**src/rtl/dram_port_arbiter_if.sv**
```systemverilog
// dram_port_arbiter_if: client request bus plus downstream DRAM command bus.
// Ports: i_req/i_we/i_addr/i_wdata in, o_gnt/o_done/o_err/o_rdata out, o_mem_*/i_mem_*, o_busy/o_owner.
interface dram_port_arbiter_if #(
  parameter int NUM_MASTERS = 3,
  parameter int ADDR_WIDTH  = 32,
  parameter int DATA_WIDTH  = 32
);
  localparam int OW = (NUM_MASTERS > 1) ? $clog2(NUM_MASTERS) : 1;

  logic [NUM_MASTERS-1:0]            i_req;
  logic [NUM_MASTERS-1:0]            i_we;
  logic [NUM_MASTERS*ADDR_WIDTH-1:0] i_addr;
  logic [NUM_MASTERS*DATA_WIDTH-1:0] i_wdata;
  logic [NUM_MASTERS-1:0]            o_gnt;
  logic [NUM_MASTERS-1:0]            o_done;
  logic                              o_err;
  logic [DATA_WIDTH-1:0]             o_rdata;
  logic                              o_mem_req;
  logic                              o_mem_we;
  logic [ADDR_WIDTH-1:0]             o_mem_addr;
  logic [DATA_WIDTH-1:0]             o_mem_wdata;
  logic                              i_mem_ready;
  logic                              i_mem_valid;
  logic [DATA_WIDTH-1:0]             i_mem_rdata;
  logic                              o_busy;
  logic [OW-1:0]                     o_owner;

  modport master (
    input  i_req, i_we, i_addr, i_wdata,
    input  i_mem_ready, i_mem_valid, i_mem_rdata,
    output o_gnt, o_done, o_err, o_rdata,
    output o_mem_req, o_mem_we, o_mem_addr, o_mem_wdata,
    output o_busy, o_owner
  );

  modport slave (
    output i_req, i_we, i_addr, i_wdata,
    output i_mem_ready, i_mem_valid, i_mem_rdata,
    input  o_gnt, o_done, o_err, o_rdata,
    input  o_mem_req, o_mem_we, o_mem_addr, o_mem_wdata,
    input  o_busy, o_owner
  );
endinterface

```
**src/rtl/dram_port_arbiter.sv**
```systemverilog
// dram_port_arbiter: round-robin sequencer sharing one DRAM port among NUM_MASTERS clients.
// Ports: clk, rst_n (async, active-low), bus (dram_port_arbiter_if.master). Watchdog: DRAM_ARB_WATCHDOG_EN.
module dram_port_arbiter #(
  parameter int NUM_MASTERS = 3,
  parameter int ADDR_WIDTH  = 32,
  parameter int DATA_WIDTH  = 32,
  parameter int TIMEOUT     = 255
) (
  input  logic                 clk,
  input  logic                 rst_n,
  dram_port_arbiter_if.master  bus
);
  localparam int OW = (NUM_MASTERS > 1) ? $clog2(NUM_MASTERS) : 1;
  localparam logic [OW-1:0] LAST_RST = OW'(NUM_MASTERS - 1);
  localparam logic [NUM_MASTERS-1:0] ONE = 1;

  if (NUM_MASTERS < 2 || TIMEOUT < 1) begin : g_bad_cfg
    $error("dram_port_arbiter: bad parameters");
  end

  typedef enum logic [1:0] {
    IDLE,
    ISSUE,
    WAIT
  } state_t;

  state_t                 r_state;
  logic [OW-1:0]          r_last;
  logic [NUM_MASTERS-1:0] r_gnt;
  logic [NUM_MASTERS-1:0] r_done;
  logic                   r_mem_req;
  logic                   r_mem_we;
  logic                   r_we;
  logic [ADDR_WIDTH-1:0]  r_mem_addr;
  logic [DATA_WIDTH-1:0]  r_mem_wdata;
  logic [DATA_WIDTH-1:0]  r_rdata;
  logic [OW-1:0]          w_win;
  logic                   w_tmo;

  // First requester strictly after the last winner, wrapping around.
  function automatic logic [OW-1:0] rr_pick(
    input logic [NUM_MASTERS-1:0] req,
    input logic [OW-1:0]          last
  );
    logic [OW-1:0] pick;
    logic          found;
    int            idx;
    pick  = last;
    found = 1'b0;
    for (int d = 1; d <= NUM_MASTERS; d++) begin
      idx = (int'(last) + d) % NUM_MASTERS;
      if (!found && req[idx[OW-1:0]]) begin
        found = 1'b1;
        pick  = idx[OW-1:0];
      end
    end
    return pick;
  endfunction

  assign w_win = rr_pick(bus.i_req, r_last);

  always_ff @(posedge clk or negedge rst_n) begin
    if (!rst_n) begin
      r_state     <= IDLE;
      r_last      <= LAST_RST;
      r_gnt       <= '0;
      r_done      <= '0;
      r_mem_req   <= 1'b0;
      r_mem_we    <= 1'b0;
      r_we        <= 1'b0;
      r_mem_addr  <= '0;
      r_mem_wdata <= '0;
      r_rdata     <= '0;
    end else begin
      r_gnt  <= '0;
      r_done <= '0;
      if (w_tmo) begin
        // Watchdog abort: complete with error, no read data.
        r_state     <= IDLE;
        r_done      <= ONE << r_last;
        r_rdata     <= '0;
        r_mem_req   <= 1'b0;
        r_mem_we    <= 1'b0;
        r_mem_addr  <= '0;
        r_mem_wdata <= '0;
      end else begin
        unique case (r_state)
          IDLE: begin
            if (|bus.i_req) begin
              r_state     <= ISSUE;
              r_last      <= w_win;
              r_gnt       <= ONE << w_win;
              r_mem_req   <= 1'b1;
              r_mem_we    <= bus.i_we[w_win];
              r_we        <= bus.i_we[w_win];
              r_mem_addr  <= bus.i_addr[w_win*ADDR_WIDTH +: ADDR_WIDTH];
              r_mem_wdata <= bus.i_wdata[w_win*DATA_WIDTH +: DATA_WIDTH];
            end
          end
          ISSUE: begin
            if (bus.i_mem_ready) begin
              r_state     <= WAIT;
              r_mem_req   <= 1'b0;
              r_mem_we    <= 1'b0;
              r_mem_addr  <= '0;
              r_mem_wdata <= '0;
            end
          end
          WAIT: begin
            if (bus.i_mem_valid) begin
              r_state <= IDLE;
              r_done  <= ONE << r_last;
              if (!r_we) r_rdata <= bus.i_mem_rdata;
            end
          end
          default: r_state <= IDLE;
        endcase
      end
    end
  end

`ifdef DRAM_ARB_WATCHDOG_EN
  localparam int CW = $clog2(TIMEOUT + 1);
  logic [CW-1:0] r_wd;
  logic          r_err;

  // Zero while idle, so it starts at 0 on the first ISSUE cycle.
  always_ff @(posedge clk or negedge rst_n) begin
    if (!rst_n) begin
      r_wd  <= '0;
      r_err <= 1'b0;
    end else begin
      r_err <= w_tmo;
      if (r_state == IDLE || w_tmo) r_wd <= '0;
      else r_wd <= r_wd + 1'b1;
    end
  end

  assign w_tmo = (r_state != IDLE) &&
                 (r_wd == CW'(TIMEOUT - 1));
  assign bus.o_err = r_err;
`else
  assign w_tmo     = 1'b0;
  assign bus.o_err = 1'b0;
`endif

  assign bus.o_gnt       = r_gnt;
  assign bus.o_done      = r_done;
  assign bus.o_rdata     = r_rdata;
  assign bus.o_mem_req   = r_mem_req;
  assign bus.o_mem_we    = r_mem_we;
  assign bus.o_mem_addr  = r_mem_addr;
  assign bus.o_mem_wdata = r_mem_wdata;
  assign bus.o_busy      = (r_state != IDLE);
  assign bus.o_owner     = r_last;
endmodule

```
**src/flat_wrapper.sv**
```systemverilog
// flat-port wrapper written by rule: the top's interface ports become plain ports
module dram_port_arbiter_flat 
#(
  parameter int NUM_MASTERS = 3,
  parameter int ADDR_WIDTH  = 32,
  parameter int DATA_WIDTH  = 32,
  parameter int TIMEOUT     = 255
)
  (clk, rst_n, bus_i_req, bus_i_we, bus_i_addr, bus_i_wdata, bus_i_mem_ready, bus_i_mem_valid, bus_i_mem_rdata, bus_o_gnt, bus_o_done, bus_o_err, bus_o_rdata, bus_o_mem_req, bus_o_mem_we, bus_o_mem_addr, bus_o_mem_wdata, bus_o_busy, bus_o_owner);
  dram_port_arbiter_if #(.NUM_MASTERS(NUM_MASTERS), .ADDR_WIDTH(ADDR_WIDTH), .DATA_WIDTH(DATA_WIDTH)) bus_i ();
  input  logic clk;
  input  logic rst_n;
  input wire logic [$bits(bus_i.i_req)-1:0] bus_i_req;
  input wire logic [$bits(bus_i.i_we)-1:0] bus_i_we;
  input wire logic [$bits(bus_i.i_addr)-1:0] bus_i_addr;
  input wire logic [$bits(bus_i.i_wdata)-1:0] bus_i_wdata;
  input wire logic [$bits(bus_i.i_mem_ready)-1:0] bus_i_mem_ready;
  input wire logic [$bits(bus_i.i_mem_valid)-1:0] bus_i_mem_valid;
  input wire logic [$bits(bus_i.i_mem_rdata)-1:0] bus_i_mem_rdata;
  output wire logic [$bits(bus_i.o_gnt)-1:0] bus_o_gnt;
  output wire logic [$bits(bus_i.o_done)-1:0] bus_o_done;
  output wire logic [$bits(bus_i.o_err)-1:0] bus_o_err;
  output wire logic [$bits(bus_i.o_rdata)-1:0] bus_o_rdata;
  output wire logic [$bits(bus_i.o_mem_req)-1:0] bus_o_mem_req;
  output wire logic [$bits(bus_i.o_mem_we)-1:0] bus_o_mem_we;
  output wire logic [$bits(bus_i.o_mem_addr)-1:0] bus_o_mem_addr;
  output wire logic [$bits(bus_i.o_mem_wdata)-1:0] bus_o_mem_wdata;
  output wire logic [$bits(bus_i.o_busy)-1:0] bus_o_busy;
  output wire logic [$bits(bus_i.o_owner)-1:0] bus_o_owner;
  assign bus_i.i_req = bus_i_req;
  assign bus_i.i_we = bus_i_we;
  assign bus_i.i_addr = bus_i_addr;
  assign bus_i.i_wdata = bus_i_wdata;
  assign bus_i.i_mem_ready = bus_i_mem_ready;
  assign bus_i.i_mem_valid = bus_i_mem_valid;
  assign bus_i.i_mem_rdata = bus_i_mem_rdata;
  assign bus_o_gnt = bus_i.o_gnt;
  assign bus_o_done = bus_i.o_done;
  assign bus_o_err = bus_i.o_err;
  assign bus_o_rdata = bus_i.o_rdata;
  assign bus_o_mem_req = bus_i.o_mem_req;
  assign bus_o_mem_we = bus_i.o_mem_we;
  assign bus_o_mem_addr = bus_i.o_mem_addr;
  assign bus_o_mem_wdata = bus_i.o_mem_wdata;
  assign bus_o_busy = bus_i.o_busy;
  assign bus_o_owner = bus_i.o_owner;
  dram_port_arbiter #(.NUM_MASTERS(NUM_MASTERS), .ADDR_WIDTH(ADDR_WIDTH), .DATA_WIDTH(DATA_WIDTH), .TIMEOUT(TIMEOUT)) u_core (.clk(clk), .rst_n(rst_n), .bus(bus_i));
endmodule
```
**config.mk**
```make
export PLATFORM = sky130hd
export DESIGN_NAME = dram_port_arbiter_flat
export DESIGN_NICKNAME = d
export VERILOG_FILES = /design/src/rtl/dram_port_arbiter_if.sv /design/src/rtl/dram_port_arbiter.sv /design/src/flat_wrapper.sv
export SDC_FILE = /design/constraint.sdc
export NUM_CORES = 1
export LEC_CHECK = 0
export ABC_AREA = 1
export CAP_MARGIN = 10
export CORE_AREA = 4 4 131 133
export CTS_BUF_LIST = sky130_fd_sc_hd__clkbuf_8
export DETAILED_ROUTE_END_ITERATION = 6
export DIE_AREA = 0 0 135 137
export DONT_BUFFER_PORTS = 1
export GPL_TIMING_DRIVEN = 0
export PLACE_DENSITY = 0.54
export SLEW_MARGIN = 5
export SYNTH_ARGS = -nofsm -noshare
export SYNTH_HDL_FRONTEND = slang
export SYNTH_SLANG_ARGS = --single-unit
```
**constraint.sdc**
```tcl
create_clock -name clk -period 2.5 [get_ports clk]
set_input_delay 0.5 -clock clk [delete_from_list [all_inputs] [get_ports clk]]
set_output_delay 0.5 -clock clk [all_outputs]
set_load 0.01 [all_outputs]
```
### After elaboration in Yosys (flattened, before gate mapping)

Index checks and enable logic that the tools add are counted.

* input port bits: 234
* logic and storage cells: 73
* register bits: 109
* output and inout port bits: 108

* $add $sub $neg: 3
* magnitude comparators: 4
* shift-type cells: 4
* multiplexer cells: 31
* reductions and logical operators: 12
* div/mod/pow operators: 3
* bitwise gates (word level): 1
* equal/unequal tests: 5

Operators with widths (number)
* variable part select 96 x 8 -> 32 bit: 2
* case mux 32 bit (2 select lines): 2
* remainder unit 32 x 3 -> 32 bit (second input constant): 3
* two-way mux 32 bit: 3
* less-than comparator 2 x 3 -> 1 bit (second input constant): 4
* two-way mux 2 bit: 6
* two-way mux 3 bit: 4
* two-way mux 1 bit: 9
* AND reduction 3 bit: 3
* binary-select mux 1 bit (select 2 bit): 4
* adder 2 x 2 -> 3 bit (second input constant): 2
* case mux 2 bit (3 select lines): 1
* left shift 1 x 2 -> 3 bit (first input constant): 2
* != test 2 bit (second input constant): 2
* case mux 1 bit (2 select lines): 2
* nonzero test 2 bit: 2
* adder 2 x 1 -> 3 bit (second input constant): 1
* OR reduction 3 bit: 1
* equality test 2 x 1 -> 1 bit (second input constant): 1
* equality test 2 bit (second input constant): 1
* logical AND 1 bit: 2
* logical NOT 1 bit: 2
* logical NOT 2 bit: 1
* != test 2 x 1 -> 1 bit (second input constant): 1
* other kinds (2): 2

### Depth between registers and ports, before layout

* depth in word-level cells: 15
* gate-level depth with buffers: 17
* mapped depth without buffers: 15

### Worst setup path before layout

OpenSTA, ideal clock, no wires.

* kind: register to register
* from: reg u_core.r_last[1] (netlist: u_core.bus.o_owner[1])
* to: reg u_core.r_mem_we (netlist: u_core.bus.o_mem_we)
* setup slack: 0.289 ns
* stages on the path, launching flop included: 15
* setup time: 0.126 ns
* clock period less this slack: 2.211 ns
* arrival time: 2.086 ns
* cells stage by stage: dfstp_2 inv_1 ha_1 inv_2 nand2_1 nand3_1 nand2_1 nor2_1 nand2_1 nand3_2 buf_6 buf_2 nand3_1 nand3_1 nand3_1

* cells in the longest elaborated chain, start to end: 15
* elaborated cells between the ends (all ways): 25
* classes of those cells: 3 x add/sub; 3 x div; 15 x mux; 4 x reduce/logical

RTL lines
* from (decl): line dram_port_arbiter.sv:28 `logic [OW-1:0] r_last;`
* from (signal assigned): line dram_port_arbiter.sv:91 `r_last <= w_win;`
* adder 2 x 1 -> 3 bit: line dram_port_arbiter.sv:51 `idx = (int'(last) + d) % NUM_MASTERS;`
* remainder unit 32 x 3 -> 32 bit: line dram_port_arbiter.sv:51
* binary-select mux 1 bit (select 2 bit): line dram_port_arbiter.sv:52 `if (!found && req[idx[OW-1:0]]) begin`
* two-way mux 1 bit (implied by the code): line dram_port_arbiter.sv:52
* two-way mux 1 bit: line dram_port_arbiter.sv:52
* logical NOT 1 bit: line dram_port_arbiter.sv:52
* logical AND 1 bit: line dram_port_arbiter.sv:52
* two-way mux 1 bit: line dram_port_arbiter.sv:52
* logical NOT 1 bit: line dram_port_arbiter.sv:52
* logical AND 1 bit: line dram_port_arbiter.sv:52
* two-way mux 2 bit (*): line dram_port_arbiter.sv:52
* binary-select mux 1 bit (select 2 bit) (*): line dram_port_arbiter.sv:94 `r_mem_we <= bus.i_we[w_win];`
* two-way mux 1 bit (implied by the code) (*): line dram_port_arbiter.sv:94
* two-way mux 1 bit (*): line dram_port_arbiter.sv:89 `if (|bus.i_req) begin`
* case mux 1 bit (2 select lines) (*): line dram_port_arbiter.sv:87 `unique case (r_state)`
* to (signal assigned): line dram_port_arbiter.sv:94
* to (decl): line dram_port_arbiter.sv:32 `logic r_mem_we;`

Every way passes the cells marked *; elsewhere a longest branch is shown, timed or not. The select of a mux whose other input is x is not followed.
A chain may end at the register's enable or synchronous reset.

### Worst setup path after layout

* from: reg u_core.r_last[1] (netlist: u_core.bus.o_owner[1])
* to: reg u_core.r_mem_wdata[13] (netlist: u_core.bus.o_mem_wdata[13])

* cells in the longest elaborated chain, start to end: 14
* elaborated cells between the ends (all ways): 24
* classes of those cells: 3 x add/sub; 3 x div; 1 x shift; 13 x mux; 4 x reduce/logical

RTL lines
* adder 2 x 1 -> 3 bit: line dram_port_arbiter.sv:51
* remainder unit 32 x 3 -> 32 bit: line dram_port_arbiter.sv:51
* binary-select mux 1 bit (select 2 bit): line dram_port_arbiter.sv:52
* two-way mux 1 bit (implied by the code): line dram_port_arbiter.sv:52
* two-way mux 1 bit: line dram_port_arbiter.sv:52
* logical NOT 1 bit: line dram_port_arbiter.sv:52
* logical AND 1 bit: line dram_port_arbiter.sv:52
* two-way mux 1 bit: line dram_port_arbiter.sv:52
* logical NOT 1 bit: line dram_port_arbiter.sv:52
* logical AND 1 bit: line dram_port_arbiter.sv:52
* two-way mux 2 bit (*): line dram_port_arbiter.sv:52
* variable part select 96 x 8 -> 32 bit (*): line dram_port_arbiter.sv:97 `r_mem_wdata <= bus.i_wdata[w_win*DATA_WIDTH +: DATA_WIDTH];`
* two-way mux 32 bit (*): line dram_port_arbiter.sv:89
* case mux 32 bit (2 select lines) (*): line dram_port_arbiter.sv:87
* to (signal assigned): line dram_port_arbiter.sv:97
* to (decl): line dram_port_arbiter.sv:35 `logic [DATA_WIDTH-1:0] r_mem_wdata;`

Marks and branches as above.

==> flow_metrics.tcl <==
set metrics [dict create \
    drt_iter0_drc 339 \
    synth_cells 847 \
    cts_tree "built" \
    slew_headroom 0.6156 \
    dieArea_sq_mm 0.01850 \
    drc_errors 0 \
    synth_fa_ha_area_frac 0.01006 \
    cts.sinks 109 \
    synth_xor_area_frac 0 \
    p_leak_nw 3.852 \
    synth_area_per_cell_sq_um 7.343 \
    syn_area_sq_mm 0.006220 \
    peakVddDrop_uv 1398 \
    root_buffer "clkbuf_8" \
    grt_pass1_wl_um 31820 \
    antenna_found_initial 0 \
    dr_total_vias 5522 \
    firstDrtPassIters 6 \
    dp_cells 1063 \
    synthSimpleGateAreaFrac 0.3687 \
    dieWidth_um 135 \
    worst_hold_path_type "in2async" \
    area_growth_pct 12.49 \
    finalSetupViolations 0 \
    ant_nets 0 \
    fin_util 0.4421 \
    critPathArrivalTime_ns 2.72 \
    synth_nets 1086 \
    ios 342 \
    failed_checks "hold timing" \
    r2r_start "u_core.bus.o_owner[1]$_DFFE_PN1P_" \
    gp_congestion 0.9264 \
    critical_path_required_ns 2.84 \
    wl_um 21590 \
    yosysMostFrequentCell "nand2_1" \
    synth_area_leaders "dfrtp_1 43%, nand2_1 19%, nand3_1 16%" \
    die_h_um 137 \
    crit_type "reg2reg" \
    cts_buffers 9 \
    fin_cells 1090 \
    fmax_mhz 419.8 \
    startpoint_type "flop" \
    reg2reg_depth 13 \
    crit_fanout 10 \
    viasPerCell 5.066 \
    grt_pass1_vias 5364 \
    yosys-top-cells-count "314 x nand2_1, 194 x nand3_1, 108 x dfrtp_1, 107 x inv_1, 32 x mux2_2" \
    end_kind "flop" \
    clock_skew_ns 0.006141 \
    drv_slew 0 \
    ff2ff_setup_slack_ns 0.12 \
    core_area_sq_mm 0.01583 \
    fp-row-count 46 \
    synth_edf_count 0 \
    synth_top_family_by_area "simple AND/OR/NAND/NOR gates" \
    yosys_warnings 0 \
    dp_slack_ns -0.1611 \
    synth_compound_area_frac 0.004828 \
    grt_max_degree 110 \
    dp_hpwl_um 16610 \
    clock_latency_ns 0.39 \
    drive_above_1_share 0.1590 \
    finalCriticalPeriod_ns 2.382 \
    portBuffers 0 \
    finalNetCount 1108 \
    maxCapViolCount 0 \
    hold_violations 108 \
    synthArstFlopShare 1.000 \
    cts_buffer_depth 2 \
    yosys.area.top_type "dfrtp_1" \
    rsz0062_at_grt "yes" \
    worst_slew_pin_slew_ns 0.5766 \
    synth_seq_cells 109 \
    post-route-period-util 0.9527 \
    wl_per_cell_um 19.80 \
    synthMuxAreaShare 0.05794 \
    status "complete, but fails checks" \
    synth-seq-area-share 0.4387 \
    grtUsageTotal 0.2251 \
    clk_pin_slew_ns 0.12 \
    synth.distinct_cells 25 \
    ys.flop_type "dfrtp_1" \
    yosysTopAreaCellShare 0.4345 \
    p_per_area_mw_per_mm2 1887 \
    cts_max_level 3 \
    r2r-end "u_core.bus.o_mem_wdata[13]$_DFFE_PN0P_" \
    n_antenna_cell 0 \
    setup_ws_ns 0.1181 \
    grt_remaining_overflow 0 \
    hold_ws_ns -0.2035 \
    initial_utilization 0.3930 \
]
-- area by class of cell --
| cell class | instances | area, sq um |
|---|---|---|
| fillers | 1673 | 8831 |
| clock buffers | 9 | 123.9 |
| multi-input cells | 575 | 2848 |
| repair buffers | 11 | 103.9 |
| inverters | 111 | 421.7 |
| well taps | 216 | 270.3 |
| flip-flops and latches | 109 | 2730 |
| plain buffers | 52 | 435.4 |
| clock inverters | 7 | 63.81 |
-- cells by family after synthesis --
group,Yosys count
other,1
adder cells (fa/ha/maj),5
multiplexers,32
flip-flops,109
AND/OR/NAND/NOR,531
AO/OA/AOI/OAI,6
buffers and inverters,163
-- routing by layer --
layer,track usage,part of all wire,vias up
met4,0.05823,0.017,0
met5,0,0,-
met3,0.08493,0.10,24
met2,0.3797,0.50,254
met1,0.2726,0.38,2558
li1,-,-,2686
-- how the worst max path moves through the flow --
stage                                      start                                      to  slack [ns]  cells past startpoint
5_1_grt        u_core.bus.o_owner[1]$_DFFE_PN1P_  u_core.bus.o_mem_wdata[12]$_DFFE_PN0P_       -0.05                     14
3_5_place_dp   u_core.bus.o_owner[1]$_DFFE_PN1P_    u_core.bus.o_mem_addr[0]$_DFFE_PN0P_       -0.16                     15
2_1_floorplan  u_core.bus.o_owner[1]$_DFFE_PN1P_         u_core.bus.o_mem_we$_DFFE_PN0P_        0.29                     14
4_1_cts        u_core.bus.o_owner[1]$_DFFE_PN1P_    u_core.bus.o_mem_addr[0]$_DFFE_PN0P_       -0.01                     15
6_report       u_core.bus.o_owner[1]$_DFFE_PN1P_  u_core.bus.o_mem_wdata[13]$_DFFE_PN0P_        0.12                     13
3_3_place_gp   u_core.bus.o_owner[1]$_DFFE_PN1P_    u_core.bus.o_mem_addr[0]$_DFFE_PN0P_       -0.17                     15
-- worst max-delay path: stages (launching register included) --
cell      delay, ns
dfstp_2        0.64
inv_4          0.08
ha_1           0.25
inv_2          0.13
nand3_1        0.10
nand2_2        0.13
nand3_1        0.14
nand3_4        0.12
nand2_4        0.08
inv_2          0.07
buf_4          0.21
clkbuf_4       0.24
nand2_1        0.08
nand2_1        0.06
-- cell usage in the layout (no fill, tap or decap), types with 2 or more instances in the layout --
master,count
nand3b_1,2
clkinv_4,3
nand2_4,2
nand2_1,311
o21ai_0,2
nand3_4,3
nand3_1,187
nor2_1,9
ha_1,3
inv_2,4
inv_6,3
buf_1,3
buf_6,9
a21oi_1,2
buf_12,3
inv_1,104
buf_2,14
nor2_4,2
o21ai_2,2
dfrtp_1,107
nand3_2,7
inv_4,2
buf_8,4
clkbuf_4,7
nand2_2,6
mux2_2,32
clkbuf_8,9
buf_4,20
-- report_power, final --
part	leakage [nW]	internal, W	switching, W
Clock	0.0967	0.000387	0.000676
Sequential	1.37	0.00260	0.000985
Combinational	2.38	0.00337	0.00519
-- stage by stage --
step	power, W	area [sq um]	TNS (ns)
finish	0.01320	6997	0
floorplan	0.008953	6220	0
global placement	0.01111	6490	-6.120
CTS	0.01237	6718	-0.01403
global route	0.01447	6997	-1.236
detailed placement	0.01118	6490	-5.711
-- sequential cells by signal (all words and copies together) (netlist names) --
name	count
u_core.bus.o_mem_addr	32
u_core.bus.o_mem_wdata	32
u_core.bus.o_rdata	32
u_core.bus.o_done	3
u_core.bus.o_gnt	3
u_core.bus.o_owner	2
u_core.r_state	2
u_core.bus.o_mem_req	1
u_core.bus.o_mem_we	1
u_core.r_we	1
-- timing repair --
action	4_1_cts	5_1_grt
resized for setup	6	63
gates cloned	0	1
endpoints found under the hold margin	109	109
setup buffers	3	7
pin swaps	1	8
endpoints found under the setup margin	69	69
Power figures use the tool's default switching activity.
